File: config.mk
export PLATFORM = sky130hd
export DESIGN_NAME = mem_arbiter
export DESIGN_NICKNAME = d
export VERILOG_FILES = /design/src/rtl/mem_arbiter_pkg.sv /design/src/rtl/arb_timeout_counter.sv /design/src/rtl/mem_arbiter.sv
export SDC_FILE = /design/constraint.sdc
export NUM_CORES = 1
export LEC_CHECK = 0
export BUFFER_PORTS_ARGS = -buffer_cell sky130_fd_sc_hd__buf_2
export CAP_MARGIN = 10
export CELL_PAD_IN_SITES_DETAIL_PLACEMENT = 0
export CELL_PAD_IN_SITES_GLOBAL_PLACEMENT = 1
export CORE_ASPECT_RATIO = 0.7
export CORE_MARGIN = 10
export CORE_UTILIZATION = 33
export DETAILED_ROUTE_END_ITERATION = 10
export PLACE_DENSITY = 0.93
export SLEW_MARGIN = 20
export SYNTH_ARGS = -nofsm -noshare
export SYNTH_HDL_FRONTEND = slang
export SYNTH_HIERARCHICAL = 1
export SYNTH_SLANG_ARGS = --single-unit
File: constraint.sdc
create_clock -name clk -period 4.05 [get_ports clk]
set_input_delay 0 -clock clk [delete_from_list [all_inputs] [get_ports clk]]
set_output_delay 0 -clock clk [all_outputs]
set_load 0.02 [all_outputs]
File: src/rtl/mem_arbiter_pkg.sv
// Shared definitions for the unified-memory arbiter.
//   WORD_W      : memory word / address width
//   arb_state_t : arbiter FSM states (IDLE, fetch outstanding, data outstanding)
package mem_arbiter_pkg;

  localparam int unsigned WORD_W = 16;

  typedef enum logic [1:0] {
    ARB_IDLE = 2'b00,
    ARB_INST = 2'b01,
    ARB_DATA = 2'b10
  } arb_state_t;

endpackage

File: src/rtl/arb_timeout_counter.sv
// Cycle counter guarding an outstanding memory transaction.
//   clk, rst : clock, asynchronous active-high reset
//   clear    : restart count at 0 (wins over enable)
//   enable   : count one more cycle
//   expired  : count has reached TIMEOUT
module arb_timeout_counter
  import mem_arbiter_pkg::*;
#(
  parameter int unsigned TIMEOUT = 15,
  parameter int unsigned CNT_W   = 4
) (
  input  logic clk,
  input  logic rst,
  input  logic clear,
  input  logic enable,
  output logic expired
);

  logic [CNT_W-1:0] count;

  always_ff @(posedge clk or posedge rst) begin
    if (rst) begin
      count <= '0;
    end else if (clear) begin
      count <= '0;
    end else if (enable) begin
      count <= count + CNT_W'(1);
    end
  end

  assign expired = (count == CNT_W'(TIMEOUT));

endmodule

File: src/rtl/mem_arbiter.sv
// Arbiter sharing one single-ported multi-cycle memory between instruction
// fetch (read-only) and the memory stage (read/write). Data port has fixed
// priority; one transaction outstanding at a time.
//   if_rd/if_addr                 : fetch request, held until if_done
//   dm_rd/dm_wr/dm_addr/dm_wdata  : data request, held until dm_done
//   mem_*                         : memory interface (one-cycle strobes, done pulse)
//   if_rdata/if_done, dm_rdata/dm_done : registered per-port results
//   if_stall/dm_stall             : hold requests for the hazard logic
//   err                           : sticky protocol / timeout error
module mem_arbiter
  import mem_arbiter_pkg::*;
#(
  parameter int unsigned TIMEOUT = 15,
  parameter int unsigned CNT_W   = 4
) (
  input  logic              clk,
  input  logic              rst,
  input  logic              if_rd,
  input  logic [WORD_W-1:0] if_addr,
  input  logic              dm_rd,
  input  logic              dm_wr,
  input  logic [WORD_W-1:0] dm_addr,
  input  logic [WORD_W-1:0] dm_wdata,
  input  logic              mem_done,
  input  logic [WORD_W-1:0] mem_rdata,
  output logic [WORD_W-1:0] mem_addr,
  output logic [WORD_W-1:0] mem_wdata,
  output logic              mem_rd,
  output logic              mem_wr,
  output logic [WORD_W-1:0] if_rdata,
  output logic              if_done,
  output logic              if_stall,
  output logic [WORD_W-1:0] dm_rdata,
  output logic              dm_done,
  output logic              dm_stall,
  output logic              err
);

  arb_state_t state_q, state_d;
  logic       dm_is_wr_q, dm_is_wr_d;
  logic       cnt_clear, cnt_en, expired;
  logic       if_fin, dm_fin, err_set;

  arb_timeout_counter #(
    .TIMEOUT (TIMEOUT),
    .CNT_W   (CNT_W)
  ) u_timeout (
    .clk     (clk),
    .rst     (rst),
    .clear   (cnt_clear),
    .enable  (cnt_en),
    .expired (expired)
  );

  always_comb begin
    state_d    = state_q;
    dm_is_wr_d = dm_is_wr_q;
    mem_rd     = 1'b0;
    mem_wr     = 1'b0;
    mem_addr   = '0;
    mem_wdata  = '0;
    cnt_clear  = 1'b0;
    cnt_en     = 1'b0;
    if_fin     = 1'b0;
    dm_fin     = 1'b0;
    err_set    = 1'b0;
    case (state_q)
      ARB_IDLE: begin
        if (mem_done) err_set = 1'b1;
        // Grants are suppressed while rst is held so no strobe escapes to
        // the memory during reset.
        if (dm_rd && dm_wr) begin
          err_set = 1'b1;
        end else if (!rst && (dm_rd || dm_wr) && !dm_done) begin
          mem_rd     = dm_rd;
          mem_wr     = dm_wr;
          mem_addr   = dm_addr;
          mem_wdata  = dm_wr ? dm_wdata : '0;
          dm_is_wr_d = dm_wr;
          cnt_clear  = 1'b1;
          state_d    = ARB_DATA;
        end else if (!rst && if_rd && !if_done) begin
          mem_rd    = 1'b1;
          mem_addr  = if_addr;
          cnt_clear = 1'b1;
          state_d   = ARB_INST;
        end
      end
      ARB_INST: begin
        cnt_en = 1'b1;
        if (mem_done) begin
          if_fin  = 1'b1;
          state_d = ARB_IDLE;
        end else if (expired) begin
          err_set = 1'b1;
          state_d = ARB_IDLE;
        end
      end
      ARB_DATA: begin
        cnt_en = 1'b1;
        if (mem_done) begin
          dm_fin  = 1'b1;
          state_d = ARB_IDLE;
        end else if (expired) begin
          err_set = 1'b1;
          state_d = ARB_IDLE;
        end
      end
      default: state_d = ARB_IDLE;
    endcase
  end

  always_ff @(posedge clk or posedge rst) begin
    if (rst) begin
      state_q    <= ARB_IDLE;
      dm_is_wr_q <= 1'b0;
      if_rdata   <= '0;
      dm_rdata   <= '0;
      if_done    <= 1'b0;
      dm_done    <= 1'b0;
      err        <= 1'b0;
    end else begin
      state_q    <= state_d;
      dm_is_wr_q <= dm_is_wr_d;
      if_done    <= if_fin;
      dm_done    <= dm_fin;
      if (if_fin) if_rdata <= mem_rdata;
      if (dm_fin && !dm_is_wr_q) dm_rdata <= mem_rdata;
      if (err_set) err <= 1'b1;
    end
  end

  // Stalls depend only on registered done, keeping them off the grant path.
  assign if_stall = if_rd & ~if_done;
  assign dm_stall = (dm_rd | dm_wr) & ~dm_done;

endmodule

# [Word level (Yosys, flattened, before mapping)]
# Cells that the tools add are included.
[classes] add_sub_neg=1 multipliers=0 div_mod_pow=0 magnitude_cmp=0 n_eq_ne=6 shifts=0 n_mux=34 bitwise=6 reduce_logical=16
[op_table] op="16-bit 2-to-1 mux" n=8
[op_table] op="1-bit 2-to-1 mux" n=17
[op_table] op="2-bit 2-to-1 mux" n=5
[op_table] op="4-bit 2-to-1 mux" n=2
[op_table] op="1-bit logical AND" n=6
[op_table] op="3-bit AND reduction" n=2
[op_table] op="4-bit by 1-bit adder with 4-bit output (second input constant)" n=1
[op_table] op="4-bit equality test (second input constant)" n=1
[op_table] op="1-bit logical NOT" n=4
[op_table] op="2-bit case mux with 2 select lines" n=1
[op_table] op="3-bit by 1-bit inequality test with 1-bit output (second input constant)" n=1
[op_table] op="3-bit inequality test (second input constant)" n=1
[op_table] op="1-bit inverter" n=3
[op_table] op="1-bit AND" n=2
[op_table] op="2-bit by 1-bit equality test with 1-bit output (second input constant)" n=1
[op_table] op="2-bit equality test (second input constant)" n=1
[op_table] op="2-bit logical NOT" n=1
[op_table] op="2-bit inequality test (second input constant)" n=1
[op_table] op="1-bit case mux with 2 select lines" n=1
[op_table] op="2-bit nonzero test" n=1
[op_table] op="2-bit OR reduction" n=1
[op_table] op="1-bit logical OR" n=1
[op_table] op="1-bit bitwise OR" n=1
[totals] ff_bits=42 latch_bits=0 ramBits=0 mem_bits_ro=0 in_bits=70 output_inout_bits=71 wordCells=71 mem_count=0

# [Logic depth before layout (Yosys ltp)]
[depth] ltp_word=8 ltp_mapped=6 depth_no_buf=6

# [Modules after synthesis]
# The synthesis kept the hierarchy.
[modules_own_cells] module="mem_arbiter" instances=1 cells_per_inst=151 area_per_inst_um2=1883.1 seq_area_each_um2=950.9
[modules_own_cells] module="arb_timeout_counter" instances=1 cells_per_inst=18 area_per_inst_um2=202.7 seq_area_each_um2=100.1

# [Least setup slack after synthesis]
# Ideal clock, no wire load.
[synth_timing] path_type="register -> output" startpoint="reg state_q[1]" endpoint="out mem_wdata[0]" arrival_time_ns=1.810 required_ns=4.050 slack_ns=2.240 stages_incl_launch_ff=7 n_path_buf=1 path_cell_list="dfrtp_1 inv_1 ha_1 nand2b_1 nor4b_2 buf_2 and2_1"
[synth_between] elab_chain_cells=2
[synth_rtl] element="start, declared" line_no="mem_arbiter.sv:39" text="arb_state_t state_q, state_d;"
[synth_rtl] element="start signal, assigned" line_no="mem_arbiter.sv:123" text="state_q <= state_d;"
[synth_rtl] element="2-bit logical NOT" line_no="mem_arbiter.sv:67" text="case (state_q)"
[synth_rtl] element="16-bit 2-to-1 mux" line_no="mem_arbiter.sv:67"
[synth_rtl] element="end, declared" line_no="mem_arbiter.sv:27" text="output logic [WORD_W-1:0] mem_wdata,"
# Every way passes these cells.

# [Final worst setup path]
[layout_timing] startpoint="reg state_q[1]" endpoint="out mem_addr[13]"
[layout_between] elab_chain_cells=2
[layout_rtl] element="2-bit logical NOT" line_no="mem_arbiter.sv:67"
[layout_rtl] element="16-bit 2-to-1 mux" line_no="mem_arbiter.sv:67"
[layout_rtl] element="end, declared" line_no="mem_arbiter.sv:26" text="output logic [WORD_W-1:0] mem_addr,"
# Every way passes these cells.

==> run summary <==
• 2 — hold path depth
• 6755 um — Routed WL
• 1.080 ns — pin slew with the least headroom to its limit
• 979.7 um^2 — multi-input logic area
• 115.0 um — DIE WIDTH
• 1973 uW — power consumption
• 66.66% — post-route fraction of the period consumed by the critical path
• 2086 um^2 — Cell Area, Synth
• 0 ns — aggregate negative setup slack
• 4.561 — number of vias per cell after detailed routing
• 9951 um^2 — Total Die Area
• 0 — number of synthesized flops with an enable pin
• 42 — number of synthesized register bits
• 588 — FILL cells
• 86.52 um — DIE HEIGHT
• 25 — pin count of the biggest net entering global routing
• register — kind of launch point of the worst setup path
• 35 — count of routing violations after the opening detailed-route iteration
• 626.3 nW/um^2 — Power Density
• 0.08 ns — clock transition at the registers of the reported paths
• 0.8464 — routability congestion estimate from global placement
• 5 — number of buffers created by CTS
• multiplexers — largest family of logic cells by synthesized area
• 51.05% — post-synthesis to final-layout area growth
• 404 — Final Net Count
• 0 — final-report max-slew violation count
• 0.3704 GHz — upper clock frequency limit
• met2 — busiest grt layer
• finished clean — outcome
• 32 — Yosys cell types
• 42 — total number of clock tree sinks
• state_q[1] — worst setup path startpoint
• 140 — port bufs
• 6 — number of warnings issued by yosys
• 1.350 ns — smallest setup slack after layout
• 2.700 ns — final critical path time including I/O delays and setup
• 12.24% — Compound-Gate Fraction of Synth Area
• dm_done — terminating pin of the worst hold path
• 2.553% — met3 track demand over resource in global routing
• 12.34 um^2 — synthesized area per cell
• mem_done — worst hold path startpoint
• 27.64% — worst slew slack as a fraction of its limit
• 50.39% — sequential element share of the synthesized area
• state_q[1] — launch point of the worst reg-to-reg path
• 2.999% — adder and majority gate portion of the synthesized area
• 1.77 ns — reg2reg setup slack
• 56.06% — proportion of layout cells with a drive suffix above 1
• 6 — Worst R2R Path Depth
• register to primary output — critical setup path kind
• 244 — Syn Nets
• dfrtp_1 — ys flop type
• 141 — number of primary I/O pins
• 0.001695 uW — leakage power of the design
• 17 — largest fanout on the critical path
• 169 — Post-Syn Instances
• 15.29% — grt met1 use
• 12.67% — overall track demand over capacity in global routing
• state_q[0] — worst r2r dst
• 6186 um^2 — Core Footprint
• 10420 um — wire length of the first global-routing pass
• 0.01117 ns — Post-Route Skew
• 0 — number of remaining DRC errors
• 0 — Hold Violations, Final
• 33.72% — effective utilization at floorplan
• 1861 — total number of vias
• buf_2, dfrtp_1, mux2_2 — highest-count cells in the layout ignoring fill and taps
• 0 — number of nets with antenna violations after detailed routing
• 2 — level count of the clock H-tree
• 23.01% — M2 GR Usage
• 2 — buffer levels on the longest clock path
• 0.3378 mV — worst supply voltage drop on vdd
• 1.691 ns — minimum setup slack after placement
• 0.8398% — xor/xnor share of the synthesized area
• false — RSZ-0062 raised after global routing
• 2.70 ns — arrival time worst endpoint
• 0.29 ns — Clock Latency Late Sink
• 4 — drt first pass iters
• built — TritonCTS clock tree
• 24 — num rows
• 100.0% — async set-or-reset flop fraction in the synthesized netlist
• buf_2 — most common cell after layout, fill and taps aside
• 12.00% — synthesized-area fraction occupied by and/or/nand/nor cells
• input pin to register — worst min path class
• 0 — number of antenna diodes
• 0 — count of max-cap constraint violations
• 0 — setup-violating endpoint count in the final report
• clkbuf_8 — cell chosen for the clock root
• 5467 um — Final HPWL DP
• 4.05 ns — CP required
• 0 — antenna violations before repair
• 0 — buffers inserted during post-CTS setup optimization
• 0 — aggregate global routing overflow
• 1051 um^2 — Seq. cell area
• primary output — Critical Path Sink Type
• 2016 — number of global-route vias before repair
• 16.56 um — average wire per standard cell
• 18.48% — multiplexer share of the synthesized area
==> stage by stage <==
| step | hold slack [ns] | instance area [um^2] | cells | utilization [%] |
|---|---|---|---|---|
| finish | 0.03952 | 3151 | 408 | 50.93 |
| global route | 0.05671 | 3151 | 408 | 50.93 |
| CTS | 0.04196 | 3142 | 408 | 50.79 |
| detailed placement | -0.07655 | 2861 | 383 | 46.26 |
| global placement | -0.07739 | 2861 | 383 | 46.26 |
| floorplan | -0.2339 | 2086 | 169 | - |
==> state kept, by name (all words and copies together), names as in the netlist <==
name             flops
dm_rdata            16
dm_is_wr_q           1
dm_done              1
if_rdata            16
if_done              1
err                  1
u_timeout/count      4
state_q              2
==> cell type report <==
type	count	share of cell area [%]
multi-input cells	113	31.10
flip-flops and latches	42	33.36
clock inverters	2	1.191
inverters	9	1.072
well taps	78	3.098
clock buffers	6	2.303
repair buffers	158	27.88
==> per-layer routing <==
layer	wire, um	up-vias
li1	-	915
met3	248	2
met2	3793	31
met4	34	0
met1	2679	913
met5	0	-
==> what timing repair did <==
| action | in CTS | in global routing |
|---|---|---|
| hold buffers | 17 | 0 |
| hold endpoints to repair | 50 | 0 |
| gates resized for setup | 0 | 0 |
==> how the worst max path moves through the flow <==
stage / to / slack, ns / cells past startpoint
4_1_cts: mem_addr[13] / 1.37 / 6
3_3_place_gp: mem_addr[13] / 1.77 / 6
2_1_floorplan: mem_wdata[0] / 2.24 / 6
5_1_grt: mem_addr[9] / 1.15 / 6
3_5_place_dp: mem_addr[13] / 1.69 / 6
6_report: mem_addr[13] / 1.35 / 6
==> power breakdown <==
part	total, uW	internal, uW	switching (uW)
Sequential	709	607	101
Combinational	940	396	544
Clock	324	184	140
Total	1970	1190	786
==> logic make-up (layout without fill, tap and decap cells) <==
logic type,Yosys count,after routing
compound gates,29,29
xor+xnor,2,2
fa+ha+maj,5,5
buf+inv,14,175
flops,42,42
mux,34,34
simple gates,43,43
==> synth_stat cells (2+ instances only) <==
cell type	n	area, um^2
and2_1	17	106.4
o21ai_0	2	10.01
o21bai_1	3	22.52
nand2b_1	4	25.02
xnor2_1	2	17.52
inv_1	9	33.78
a22o_1	16	140.1
nor2b_1	2	12.51
buf_2	3	15.01
nand2_1	6	22.52
nor2_1	7	26.28
ha_1	5	62.56
mux2_2	32	360.4
a21oi_1	2	10.01
dfrtp_1	42	1051
==> worst max-delay path: stages, from the launching register on <==
cell       delay [ns]
dfrtp_1          0.44
inv_1            0.11
ha_1             0.24
nand2b_1         0.23
a2111oi_4        0.95
a22o_1           0.27
buf_2            0.17
Note: power is estimated with default switching activity, not from simulation.
